`src/rtl/vga_sched_pkg.sv`:
```
// Shared 640x480@60 raster constants and scheduler FSM state type
// for the VGA update scheduler.
package vga_sched_pkg;

  localparam int VGA_H_ACTIVE = 640;
  localparam int VGA_H_FRONT  = 16;
  localparam int VGA_H_SYNC   = 96;
  localparam int VGA_H_BACK   = 48;
  localparam int VGA_H_LINE   = VGA_H_ACTIVE + VGA_H_FRONT + VGA_H_SYNC + VGA_H_BACK;

  localparam int VGA_V_ACTIVE = 480;
  localparam int VGA_V_FRONT  = 10;
  localparam int VGA_V_SYNC   = 2;
  localparam int VGA_V_BACK   = 33;
  localparam int VGA_V_TOTAL  = VGA_V_ACTIVE + VGA_V_FRONT + VGA_V_SYNC + VGA_V_BACK;

  // Line counter starts at sync, so active video begins after sync + back porch.
  localparam int VGA_V_ACTIVE_START = VGA_V_SYNC + VGA_V_BACK;
  localparam int VGA_V_BLANK_START  = VGA_V_ACTIVE_START + VGA_V_ACTIVE;

  localparam int DEFAULT_MAX_SLOT = 1024;

  typedef enum logic [1:0] {
    S_IDLE,
    S_ARB,
    S_BUSY
  } sched_state_e;

endpackage

```
`src/rtl/rr_arbiter.sv`:
```
// Combinational round-robin pick: first eligible bit strictly after last_idx_i,
// wrapping cyclically; returns one-hot grant, its index and a valid flag.
module rr_arbiter #(
  parameter int N  = 3,
  parameter int IW = $clog2(N)
) (
  input  logic [N-1:0]  elig_i,
  input  logic [IW-1:0] last_idx_i,
  output logic [N-1:0]  gnt_o,
  output logic [IW-1:0] idx_o,
  output logic          valid_o
);

  logic [IW-1:0] pos;
  int            p;

  // Walk offsets from farthest to nearest so the nearest eligible bit is the
  // last one written and therefore wins.
  always_comb begin
    gnt_o   = '0;
    idx_o   = '0;
    valid_o = 1'b0;
    p       = 0;
    pos     = '0;
    for (int off = N; off >= 1; off--) begin
      p   = (int'(last_idx_i) + off) % N;
      pos = IW'(p);
      if (elig_i[pos]) begin
        gnt_o      = '0;
        gnt_o[pos] = 1'b1;
        idx_o      = pos;
        valid_o    = 1'b1;
      end
    end
  end

endmodule

```
`src/rtl/vga_update_scheduler.sv`:
```
// Opens one game-state update window per frame during vertical blanking and
// grants requesters round-robin. Optional grant timeout: SCHED_TIMEOUT_EN.
module vga_update_scheduler
  import vga_sched_pkg::*;
#(
  parameter int N_REQ          = 3,
  parameter int H_LINE         = VGA_H_LINE,
  parameter int V_ACTIVE_START = VGA_V_ACTIVE_START,
  parameter int V_BLANK_START  = VGA_V_BLANK_START
`ifdef SCHED_TIMEOUT_EN
  , parameter int MAX_SLOT     = DEFAULT_MAX_SLOT
`endif
) (
  input  logic             clk,
  input  logic             rst,
  input  logic [11:0]      h_cnt,
  input  logic [11:0]      v_cnt,
  input  logic [N_REQ-1:0] req,
  input  logic [N_REQ-1:0] done,
  output logic [N_REQ-1:0] grant,
  output logic             vblank,
  output logic             frame_tick,
  output logic             overrun,
  output logic [15:0]      frame_cnt
);

  localparam int IW = $clog2(N_REQ);

  sched_state_e     state_q, state_d;
  logic             armed_q, armed_d;
  logic             vblank_q, vblank_d;
  logic             frame_tick_q, frame_tick_d;
  logic             overrun_q, overrun_d;
  logic [15:0]      frame_cnt_q, frame_cnt_d;
  logic [N_REQ-1:0] grant_q, grant_d;
  logic [N_REQ-1:0] served_q, served_d;
  logic [IW-1:0]    last_q, last_d;
  logic [IW-1:0]    gidx_q, gidx_d;

  logic             in_window;
  logic             done_hit;
  logic [N_REQ-1:0] elig;
  logic [N_REQ-1:0] arb_gnt;
  logic [IW-1:0]    arb_idx;
  logic             arb_valid;

`ifdef SCHED_TIMEOUT_EN
  localparam int SW = $clog2(MAX_SLOT) + 1;
  logic [SW-1:0] slot_q, slot_d;
  logic          slot_expired;
  assign slot_expired = (slot_q == SW'(MAX_SLOT - 1));
`endif

  assign in_window = (v_cnt >= 12'(V_BLANK_START)) || (v_cnt < 12'(V_ACTIVE_START));
  assign done_hit  = |(done & grant_q);
  assign elig      = req & ~served_q;

  rr_arbiter #(
    .N  (N_REQ),
    .IW (IW)
  ) u_rr (
    .elig_i     (elig),
    .last_idx_i (last_q),
    .gnt_o      (arb_gnt),
    .idx_o      (arb_idx),
    .valid_o    (arb_valid)
  );

  // A window only counts once an active line has been seen since reset, so
  // leaving reset inside blanking waits for the next real frame.
  always_comb begin
    armed_d      = armed_q | ~in_window;
    vblank_d     = in_window & armed_q;
    frame_tick_d = vblank_d & ~vblank_q;
    frame_cnt_d  = frame_tick_d ? frame_cnt_q + 16'd1 : frame_cnt_q;
  end

  // Frame-start clears come first so that a same-cycle set below overrides.
  always_comb begin
    state_d   = state_q;
    grant_d   = grant_q;
    served_d  = frame_tick_d ? '0 : served_q;
    overrun_d = frame_tick_d ? 1'b0 : overrun_q;
    last_d    = last_q;
    gidx_d    = gidx_q;
`ifdef SCHED_TIMEOUT_EN
    slot_d    = (state_q == S_BUSY) ? slot_q + 1'b1 : '0;
`endif
    case (state_q)
      S_IDLE: begin
        grant_d = '0;
        if (frame_tick_q) state_d = S_ARB;
      end
      S_ARB: begin
        if (!vblank_d) begin
          state_d = S_IDLE;
        end else if (arb_valid) begin
          grant_d = arb_gnt;
          gidx_d  = arb_idx;
          state_d = S_BUSY;
        end
      end
      S_BUSY: begin
        if (done_hit) begin
          grant_d  = '0;
          served_d = served_d | grant_q;
          last_d   = gidx_q;
          state_d  = S_ARB;
        end else if (!vblank_d) begin
          grant_d   = '0;
          served_d  = served_d | grant_q;
          overrun_d = 1'b1;
          state_d   = S_IDLE;
        end
`ifdef SCHED_TIMEOUT_EN
        else if (slot_expired) begin
          grant_d   = '0;
          served_d  = served_d | grant_q;
          overrun_d = 1'b1;
          state_d   = S_ARB;
        end
`endif
      end
      default: begin
        grant_d = '0;
        state_d = S_IDLE;
      end
    endcase
  end

  always_ff @(posedge clk) begin
    if (rst) begin
      state_q      <= S_IDLE;
      armed_q      <= 1'b0;
      vblank_q     <= 1'b0;
      frame_tick_q <= 1'b0;
      overrun_q    <= 1'b0;
      frame_cnt_q  <= '0;
      grant_q      <= '0;
      served_q     <= '0;
      last_q       <= IW'(N_REQ - 1);
      gidx_q       <= '0;
`ifdef SCHED_TIMEOUT_EN
      slot_q       <= '0;
`endif
    end else begin
      state_q      <= state_d;
      armed_q      <= armed_d;
      vblank_q     <= vblank_d;
      frame_tick_q <= frame_tick_d;
      overrun_q    <= overrun_d;
      frame_cnt_q  <= frame_cnt_d;
      grant_q      <= grant_d;
      served_q     <= served_d;
      last_q       <= last_d;
      gidx_q       <= gidx_d;
`ifdef SCHED_TIMEOUT_EN
      slot_q       <= slot_d;
`endif
    end
  end

  // The horizontal counter is not needed for scheduling; only its range is checked.
  a_h_cnt_range : assert property (@(posedge clk) disable iff (rst) h_cnt < 12'(H_LINE));

  assign grant      = grant_q;
  assign vblank     = vblank_q;
  assign frame_tick = frame_tick_q;
  assign overrun    = overrun_q;
  assign frame_cnt  = frame_cnt_q;

endmodule

```
`config.mk`:
```
export PLATFORM = sky130hd
export DESIGN_NAME = vga_update_scheduler
export DESIGN_NICKNAME = d
export VERILOG_FILES = /design/src/rtl/vga_sched_pkg.sv /design/src/rtl/rr_arbiter.sv /design/src/rtl/vga_update_scheduler.sv
export SDC_FILE = /design/constraint.sdc
export NUM_CORES = 1
export LEC_CHECK = 0
export CAP_MARGIN = 20
export CORE_ASPECT_RATIO = 0.8
export CORE_UTILIZATION = 40
export CTS_BUF_LIST = sky130_fd_sc_hd__clkbuf_2
export DETAILED_ROUTE_END_ITERATION = 16
export GPL_TIMING_DRIVEN = 0
export PLACE_DENSITY = 0.68
export SETUP_SLACK_MARGIN = 0.5
export SYNTH_ARGS = -nofsm -noshare
export SYNTH_HDL_FRONTEND = slang
export SYNTH_SLANG_ARGS = --single-unit
```
`constraint.sdc`:
```
create_clock -name clk -period 2.8 [get_ports clk]
set_input_delay 0.42 -clock clk [delete_from_list [all_inputs] [get_ports clk]]
set_output_delay 0.42 -clock clk [all_outputs]
set_load 0.005 [all_outputs]
```
==> flow_summary_export.csv <==
group,metric,value,unit
power,p_leak,0.777,nW
sta,clock.fmax,446,MHz
global_route,gr-usage-all-layers,0.181,
cells_and_area,area_growth_syn_to_layout,32.3,%
route,drc,0,
cells_and_area,finalInstanceArea,2200,µm²
flow_run,cap_viol_max_count,0,
cells_and_area,finalCoreUtilization,0.568,
floorplan,dieHeight,59.7,µm
global_route,grt_overflow_total,0,
cells_and_area,drive_above_1_share,0.0826,
cells_and_area,nets,276,
worst_hold_path,hold_path.class,"reg -> reg",
cells_and_area,fillers,373,
power,swShare,0.264,
yosys,netlist_area,1660,µm²
floorplan,dieArea,4420,µm²
cells_and_area,final-seq-area,641,µm²
global_route,grt_start_max_net_pins,11,
cells_and_area,layout.cells.non_filler,297,
placement,gp_congestion,0.828,
power,power.switching,0.202,mW
yosys,synth-edff-count,0,
power,internal-power,0.561,mW
route,drt_wl_total,3650,µm
placement,post_dp_cell_area,2140,µm²
yosys,syn_inst,192,
yosys,async_flop_share,0,
global_route,grt_pass1_vias,1346,
worst_setup_path,worstPathArrival,2550,ps
yosys,synth_nets,227,
sta,relSlewSlack,0.511,
route,via_per_inst,5.02,
route,detail-route-antenna-nets,0,
yosys,yosysWarnings,0,
cts,cts_tree,"yes",
placement,portBuffers,41,
sta,hold_violations,0,
cells_and_area,multi_input_area,970,µm²
cts,cts_buffers,5,
sta,fin_worst_skew,21.3,ps
placement,hpwl,2730,µm
global_route,antenna_found_initial,0,
sta,fin_hold_ws,460,ps
worst_setup_path,path_class,"in -> reg",
cts,cts_max_level,2,
worst_setup_path,worst-path-max-fanout,4,
worst_setup_path,cp-end-kind,"flip-flop",
floorplan,fp.dieW,74.1,µm
sta,tightest_slew,733,ps
cts,clk_pin_slew,150,ps
yosys,synth_seq_cells,32,
route,wl_per_cell,12.3,µm
placement,dpl.cell_count,288,
yosys,yosys-top-cells-area,"dfxtp_1, xor2_1, nor2_1",
outcome,status,"finished clean",
cells_and_area,diodes,0,
route,vias,1491,
sta,slew_viol_final,0,
sta,setup_ws,559,ps
placement,dp_slack,-12.3,ps
worst_setup_path,required,3110,ps
yosys,ys_seq_area_frac,0.385,
floorplan,fp-row-count,20,
worst_setup_path,crit_slowest_cell,"a2111oi_4",
sta,rsz0062_at_grt,"yes",
power,power_frac_comb,0.115,
cts,root_buffer,"clkbuf_2",
power,irDropWorstVdd,0.000182,V
yosys,synth_cell_types,43,
cts,cts_buffer_depth,2,
power,power.density,346,nW/µm²
worst_setup_path,start_kind,"input pin",
floorplan,io_pins,54,
cts,clkSinkCount,32,
route,drt_iter0_markers,97,
sta,setup_violations,0,
cts,clk-insertion-delay-late,370,ps
floorplan,coreArea,3880,µm²
yosys,avgSynthCellArea,8.67,µm²
power,power_frac_clock,0.279,
sta,fin_crit_sh,0.800,
yosys,synth-main-ff-cell,"dfxtp_1",
route,first_pass_iters,4,
floorplan,start_util,0.429,
yosys,synth.largest_area_cell,"dfxtp_1",
worst_setup_path,cpPeakStageDelay,460,ps
sta,min_period,2240,ps
cts,ctsHoldBuffers,0,
worst_setup_path,path_cells,"clkdlybuf4s50_1 -> a2111oi_4 -> nor4_2 -> or3_4 -> nor4_4 -> mux2i_1 -> nor2b_4",
yosys,synth_top_cell_area_share,0.385,
global_route,grt_pass1_wl,5980,µm
power,p_seq_frac,0.607,
## metrics by stage
stage	power (mW)	TNS [ps]
2_1_floorplan	0.511	0
3_3_place_gp	0.557	0
3_5_place_dp	0.557	-28.2
4_1_cts	0.772	0
5_1_grt	0.804	0
6_report	0.763	0
## worst max-delay path: cells and delay by family
family	cells	cell delay (ps)
multiplexers	1	230
AO/OA/AOI/OAI	1	460
buffers and inverters	1	450
AND/OR/NAND/NOR	4	980
## cell type report
type                       count  area share
multi-input combinational    143       0.440
inverter                       9      0.0153
clock buffer                   5      0.0114
clock inverter                 3     0.00625
sequential                    32       0.291
tap                           55      0.0313
buffer                         8      0.0148
timing repair buffer          42       0.190
## registers in the layout (all words and copies together) (netlist names)
register and flops:
armed_q 1, frame_cnt 16, frame_tick 1, gidx_q 2
grant 3, last_q 2, overrun 1, served_q 3
state_q 2, vblank 1
## layer usage
layer / vias to the layer above / GRT usage / wire length [µm]
li1: 773 / - / -
met1: 667 / 0.255 / 1920
met2: 44 / 0.262 / 1490
met3: 7 / 0.0438 / 189
met4: 0 / 0.0742 / 53
met5: - / 0 / 0
## cells by family (layout without fill, tap and decap cells)
logic type                 count (synthesis)  after routing  synth area share
and+or+nand+nor                           90             90             0.300
AOI/OAI and AO/OA                         31             31             0.150
muxes                                      3              3            0.0180
xor gates and xnor gates                  15             15            0.0789
adders and majority gates                  4              4            0.0286
buffers and inverters                     17             67            0.0391
DFF                                       32             32             0.385
## power groups by stage
stage               sequential, mW  clock, mW  combinational, mW
floorplan                    0.472          0             0.0393
global placement             0.472          0             0.0844
detailed placement           0.472          0             0.0848
CTS                          0.463      0.222             0.0865
global route                 0.464      0.246             0.0950
finish                       0.463      0.213             0.0875
## cell usage in the layout (no fill, tap or decap), types with 2 or more instances in the layout
master,netlist,routed
clkbuf_2,0,6
nand2_1,10,10
o32a_1,2,2
xnor2_1,2,2
and3_1,4,4
nor3_1,5,4
inv_1,9,9
o22ai_1,3,2
a22o_1,3,3
dfxtp_1,32,32
ha_1,3,3
clkdlybuf4s50_1,0,41
nand3_1,10,10
nand2b_1,8,8
clkinv_2,0,2
clkbuf_1,7,6
a211oi_1,2,2
nor4_4,2,2
nor2b_1,4,4
and2_1,3,3
nor2_1,30,30
mux2i_1,3,3
a21oi_1,5,5
xor2_1,13,13
o21ai_0,4,4
nand4_1,7,7
nand3b_1,2,2
## cell usage after synthesis (all sizes together) (2+ instances only)
library cell  count
and3              4
mux2i             3
nand3b            2
nor2             30
or3               2
nor4              3
nand3            10
a22o              3
a211oi            2
o21ai             5
clkbuf            7
nand2            10
xnor2             2
ha                3
nand2b            8
inv               9
nand4             7
nor3              5
a21oi             5
nor2b             5
o22ai             3
and2              3
dfxtp            32
xor2             13
o32a              2
## worst paths after layout
check	startpoint	endpoint	slack, ps	depth (start not counted)
min	gidx_q[0]	last_q[0]	460	2
max reg2reg	last_q[0]	gidx_q[1]	700	9
min reg2reg	gidx_q[0]	last_q[0]	460	2
max	v_cnt[1]	gidx_q[1]	560	7
## what timing repair did
item	in CTS	in global routing
setup buffers	1	0
pin swaps	2	0
gates resized for setup	0	4
setup endpoints to repair	10	5
Note: power is estimated with default switching activity, not from simulation.
